===== config.mk =====
export PLATFORM = sky130hd
export DESIGN_NAME = muladd_seq_flat
export DESIGN_NICKNAME = d
export VERILOG_FILES = /design/src/rtl/muladd_seq_if.sv /design/src/rtl/muladd_seq.sv /design/src/flat_wrapper.sv
export SDC_FILE = /design/constraint.sdc
export NUM_CORES = 1
export LEC_CHECK = 0
export CAP_MARGIN = 20
export CORE_UTILIZATION = 43
export DETAILED_ROUTE_END_ITERATION = 6
export GPL_TIMING_DRIVEN = 0
export PLACE_DENSITY = 0.84
export SYNTH_ARGS = -nofsm -noshare
export SYNTH_HDL_FRONTEND = slang
export SYNTH_SLANG_ARGS = --single-unit

===== constraint.sdc =====
create_clock -name UserCLK -period 3.97 [get_ports UserCLK]
set_input_delay 0.9925 -clock UserCLK [delete_from_list [all_inputs] [get_ports UserCLK]]
set_output_delay 0.9925 -clock UserCLK [all_outputs]
set_load 0.02 [all_outputs]

===== src/rtl/muladd_seq_if.sv =====
// Stream-in / result-out handshake bundle for the MULADD dot-product sequencer.
// The slave view belongs to the sequencer; the master view belongs to whoever
// feeds operand pairs and collects results.
interface muladd_seq_if #(
  parameter int CNT_W = 5
);
  logic             s_valid;
  logic             s_ready;
  logic [7:0]       s_a;
  logic [7:0]       s_b;
  logic             s_last;
  logic             m_valid;
  logic             m_ready;
  logic [19:0]      m_result;
  logic [CNT_W-1:0] m_count;
  logic             m_trunc;

  modport slave (
    input  s_valid, s_a, s_b, s_last, m_ready,
    output s_ready, m_valid, m_result, m_count, m_trunc
  );

  modport master (
    output s_valid, s_a, s_b, s_last, m_ready,
    input  s_ready, m_valid, m_result, m_count, m_trunc
  );
endinterface


===== src/rtl/muladd_seq.sv =====
// Sequencer driving a MULADD BEL (ACC mode, Q = accumulator) as a dot-product
// engine: clear the accumulator, stream operand pairs into A/B, let the last
// product land, then capture Q and hold it until the consumer takes it.
module muladd_seq #(
  parameter int MAX_LEN = 16,
  parameter int CNT_W   = 5
) (
  input  logic        UserCLK,
  input  logic        resetn,
  muladd_seq_if.slave bus,
  output logic [7:0]  mac_A,
  output logic [7:0]  mac_B,
  output logic [19:0] mac_C,
  output logic        mac_clr,
  input  logic [19:0] mac_Q
);

  typedef enum logic [2:0] {
    IDLE,
    CLEAR,
    ACCUM,
    FLUSH,
    CAPTURE,
    DONE
  } state_t;

  localparam logic [CNT_W-1:0] LIMIT_CNT = CNT_W'(MAX_LEN);

  state_t           state;
  logic [CNT_W-1:0] count;
  logic [CNT_W-1:0] count_next;
  logic             at_limit;
  logic             accept;

  assign count_next = count + CNT_W'(1);
  assign at_limit   = (count_next == LIMIT_CNT);
  assign accept     = bus.s_valid && bus.s_ready;

  // The accumulator never needs a C term in this mode.
  assign mac_C = '0;

  // Control FSM; every output it owns is registered, and A/B fall back to zero
  // whenever no pair is being fed because the accumulator adds every cycle.
  always_ff @(posedge UserCLK) begin
    if (!resetn) begin
      state        <= IDLE;
      count        <= '0;
      mac_A        <= '0;
      mac_B        <= '0;
      mac_clr      <= 1'b0;
      bus.s_ready  <= 1'b0;
      bus.m_valid  <= 1'b0;
      bus.m_result <= '0;
      bus.m_count  <= '0;
      bus.m_trunc  <= 1'b0;
    end else begin
      mac_clr <= 1'b0;
      case (state)
        IDLE: begin
          mac_A <= '0;
          mac_B <= '0;
          if (bus.s_valid) begin
            state   <= CLEAR;
            mac_clr <= 1'b1;
          end
        end
        CLEAR: begin
          mac_A       <= '0;
          mac_B       <= '0;
          count       <= '0;
          bus.s_ready <= 1'b1;
          state       <= ACCUM;
        end
        ACCUM: begin
          if (accept) begin
            mac_A       <= bus.s_a;
            mac_B       <= bus.s_b;
            count       <= count_next;
            bus.m_trunc <= at_limit && !bus.s_last;
            if (bus.s_last || at_limit) begin
              bus.s_ready <= 1'b0;
              state       <= FLUSH;
            end
          end else begin
            mac_A <= '0;
            mac_B <= '0;
          end
        end
        FLUSH: begin
          mac_A <= '0;
          mac_B <= '0;
          state <= CAPTURE;
        end
        CAPTURE: begin
          bus.m_result <= mac_Q;
          bus.m_count  <= count;
          bus.m_valid  <= 1'b1;
          state        <= DONE;
        end
        DONE: begin
          if (bus.m_ready) begin
            bus.m_valid <= 1'b0;
            state       <= IDLE;
          end
        end
        default: begin
          state <= IDLE;
        end
      endcase
    end
  end

endmodule


===== src/flat_wrapper.sv =====
// flat-port wrapper written by rule: the top's interface ports become plain ports
module muladd_seq_flat 
#(
  parameter int MAX_LEN = 16,
  parameter int CNT_W   = 5
)
  (UserCLK, resetn, mac_A, mac_B, mac_C, mac_clr, mac_Q, bus_s_valid, bus_s_a, bus_s_b, bus_s_last, bus_m_ready, bus_s_ready, bus_m_valid, bus_m_result, bus_m_count, bus_m_trunc);
  muladd_seq_if #(.CNT_W(CNT_W)) bus_i ();
  input  logic UserCLK;
  input  logic resetn;
  output logic [7:0] mac_A;
  output logic [7:0] mac_B;
  output logic [19:0] mac_C;
  output logic mac_clr;
  input  logic [19:0] mac_Q;
  input wire logic [$bits(bus_i.s_valid)-1:0] bus_s_valid;
  input wire logic [$bits(bus_i.s_a)-1:0] bus_s_a;
  input wire logic [$bits(bus_i.s_b)-1:0] bus_s_b;
  input wire logic [$bits(bus_i.s_last)-1:0] bus_s_last;
  input wire logic [$bits(bus_i.m_ready)-1:0] bus_m_ready;
  output wire logic [$bits(bus_i.s_ready)-1:0] bus_s_ready;
  output wire logic [$bits(bus_i.m_valid)-1:0] bus_m_valid;
  output wire logic [$bits(bus_i.m_result)-1:0] bus_m_result;
  output wire logic [$bits(bus_i.m_count)-1:0] bus_m_count;
  output wire logic [$bits(bus_i.m_trunc)-1:0] bus_m_trunc;
  assign bus_i.s_valid = bus_s_valid;
  assign bus_i.s_a = bus_s_a;
  assign bus_i.s_b = bus_s_b;
  assign bus_i.s_last = bus_s_last;
  assign bus_i.m_ready = bus_m_ready;
  assign bus_s_ready = bus_i.s_ready;
  assign bus_m_valid = bus_i.m_valid;
  assign bus_m_result = bus_i.m_result;
  assign bus_m_count = bus_i.m_count;
  assign bus_m_trunc = bus_i.m_trunc;
  muladd_seq #(.MAX_LEN(MAX_LEN), .CNT_W(CNT_W)) u_core (.UserCLK(UserCLK), .resetn(resetn), .bus(bus_i), .mac_A(mac_A), .mac_B(mac_B), .mac_C(mac_C), .mac_clr(mac_clr), .mac_Q(mac_Q));
endmodule

==> impl_metrics.tcl <==
set metrics [dict create \
    final_max_slew_viol_count 0 \
    fin_nets 413 \
    irDropWorstVdd_uv 220 \
    crit_fanout 10 \
    synthFlopType "dfxtp_1" \
    io-pin-count 106 \
    rows 25 \
    antenna_found_initial 0 \
    antenna_cells 0 \
    totalWireLength_um 5190 \
    p_per_area_mw_per_mm2 343 \
    setup_ws_ns 1.53 \
    yosysSeqAreaShare_pct 48.5 \
    multi_input_area_sq_um 947 \
    topRoutingLayerUsed "met4" \
    crit_path_end_kind "register" \
    timing.hold.ws_ns 0.456 \
    ys_ff_latch 53 \
    yosys.area.top_type "dfxtp_1" \
    postCtsSetupBuffers 0 \
    crit_chain "clkdlybuf4s50_1 -> inv_1 -> clkbuf_1 -> buf_1 -> a21oi_1" \
    cpLargestDelayFamily "buffers and inverters" \
    wl_met1_um 2200 \
    worstPathRequired_ns 4.14 \
    tns_ns 0 \
    htree_levels 2 \
    final.min_clock_period_ns 2.44 \
    crit_path_start_kind "input pin" \
    synth_warnings 0 \
    slowest_delay_ns 0.56 \
    initial_core_util_pct 45.4 \
    synthTopCellsByArea "dfxtp_1 49%, nand2_1 10%, a21oi_1 6.9%" \
    root_buffer "clkbuf_8" \
    worst-path-stages 5 \
    regArea_sq_mm 0.00106 \
    drt_iter0_drc 73 \
    grt_pass1_vias 1842 \
    synthTopCellsByCount "60 x nand2_1, 53 x dfxtp_1, 30 x a21oi_1, 22 x nor2_1, 20 x buf_4" \
    cts_buffers 5 \
    grt_use_total_pct 19.7 \
    leakage_nw 1.28 \
    hpwl_um 3740 \
    postRouteAntennaNets 0 \
    die_w_um 73.3 \
    drive_gt1_share_pct 10.8 \
    hold_buffers 0 \
    rsz0062_at_grt "false" \
    via_per_inst 4.71 \
    grt_overflow_total 0 \
    cpMaxStageDelayCell "clkdlybuf4s50_1" \
    routed-via-count 2067 \
    ys_types 39 \
    criticalPathCategory "input pin to register" \
    crit_arrival_ns 2.62 \
    timing.final.crit_share_pct 61.5 \
    final_cells 439 \
    drc 0 \
    drv_cap 0 \
    synth_edf_count 0 \
    syn_inst 261 \
    clock.fmax_mhz 409 \
    ys_async_sr_fraction_pct 0 \
    drt_pre_antenna_iters 4 \
    final-setup-viol-count 0 \
    dp_slack_ns 1.22 \
    core_sq_mm 0.00482 \
    grt_max_degree 16 \
    worstSetupEndpoint "u_core.bus.m_result[6]" \
    synth.top_cell.area_share_pct 48.5 \
    status "finished clean" \
    syn-cell-area_sq_mm 0.00219 \
    post_drt_wl_per_cell_um 11.8 \
    routabilityCongestion 0.780 \
    yosysMostFrequentCell "nand2_1" \
    wl_met3_um 480 \
    worst-path-buf-inv 4 \
    cts_tree "done" \
    finClkSkew_ns 0.00362 \
    cts.sinks 53 \
    die_area_sq_mm 0.00538 \
    hold_viol 0 \
    cp-startpoint "resetn" \
    r2r_cells 7 \
    hold_class "register to register" \
    r2r_setup_slack_ns 2.25 \
    r2r_start "u_core.state[1]" \
    cts_resized 0 \
    r2r-end "u_core.mac_B[1]" \
    area_growth_pct 50.9 \
    chipHeight_um 73.3 \
    wl_met2_um 2420 \
    cts_buffer_depth 2 \
    grt_pass1_wl_um 8070 \
    dp.cells 431 \
    numPortBuffers 84 \
    clk_latency_ns 0.30 \
    nFillCells 412 \
    synth_area_per_cell_sq_um 8.38 \
    power_mw 1.13 \
    clk_pin_slew_ns 0.09 \
]
[per-stage QoR]
stage / util [%] / cell area (sq um)
6_report: 68.5 / 3300
5_1_grt: 68.5 / 3300
4_1_cts: 68.5 / 3300
3_5_place_dp: 66.1 / 3180
3_3_place_gp: 66.1 / 3180
2_1_floorplan: - / 2260
[cells by family (layout without fill, tap and decap cells)]
logic type	Yosys count	in the layout	share of synthesized area, %
AND/OR/NAND/NOR	104	104	21.3
AO/OA/AOI/OAI	61	61	17.6
flip-flops	53	53	48.5
buffers and inverters	40	132	11.4
adder cells (fa/ha/maj)	1	1	0.572
other	1	20	0.171
XOR/XNOR	1	1	0.401
[where the power goes]
group	leakage, nW	internal [mW]	switching [mW]
Clock	0.0585	0.206	0.170
Sequential	0.428	0.546	0.0107
Combinational	0.791	0.0995	0.101
Total	1.28	0.852	0.282
[tightest hold or removal path: cells and delay by family (launching register included)]
| kind | cells | cell delay, ns |
|---|---|---|
| compound gates | 1 | 0.05 |
| flops | 1 | 0.32 |
| simple gates | 1 | 0.05 |
[worst min path at each step]
stage	slack, ns	cells past startpoint	startpoint	to
finish	0.46	2	u_core.bus.m_count[1]	u_core.bus.m_count[1]
CTS	0.46	2	u_core.bus.m_count[0]	u_core.bus.m_count[0]
detailed placement	0.45	2	u_core.bus.m_count[0]	u_core.bus.m_count[0]
global placement	0.44	2	u_core.bus.m_count[4]	u_core.bus.m_count[4]
floorplan	0.46	2	u_core.count[4]	u_core.bus.m_count[4]
global route	0.47	2	u_core.bus.m_result[15]	u_core.bus.m_result[15]
[per-layer routing]
layer / track usage (%) / vias up
met4: 10.0 / 0
met2: 33.1 / 84
met3: 6.17 / 7
met1: 22.4 / 919
li1: - / 1057
met5: 0 / -
[cell usage in the layout, fill, tap and decap left out, drive strengths merged, types with 6 or more instances in the layout]
cell type and n:
nand3 6, buf 30, clkbuf 16, clkdlybuf4s50 84
conb 20, dfxtp 53, a21oi 30, nor2 22
a22oi 16, nand2 60
[sequential cells by signal (all words and copies together), names as in the netlist, 3 cells and up]
name and count:
u_core.bus.m_count 5, u_core.bus.m_result 20, u_core.count 5, u_core.mac_A 8, u_core.mac_B 8, u_core.state 3
[area by class of cell]
cell class              count  area share, %
repair buffers             84           25.5
multi-input cells         187           28.7
clock buffers               7           2.62
well taps                  67           2.54
inverters                   1          0.114
flip-flops and latches     53           32.2
plain buffers              39           7.47
clock inverters             1          0.910
Power figures use the tool's default switching activity.
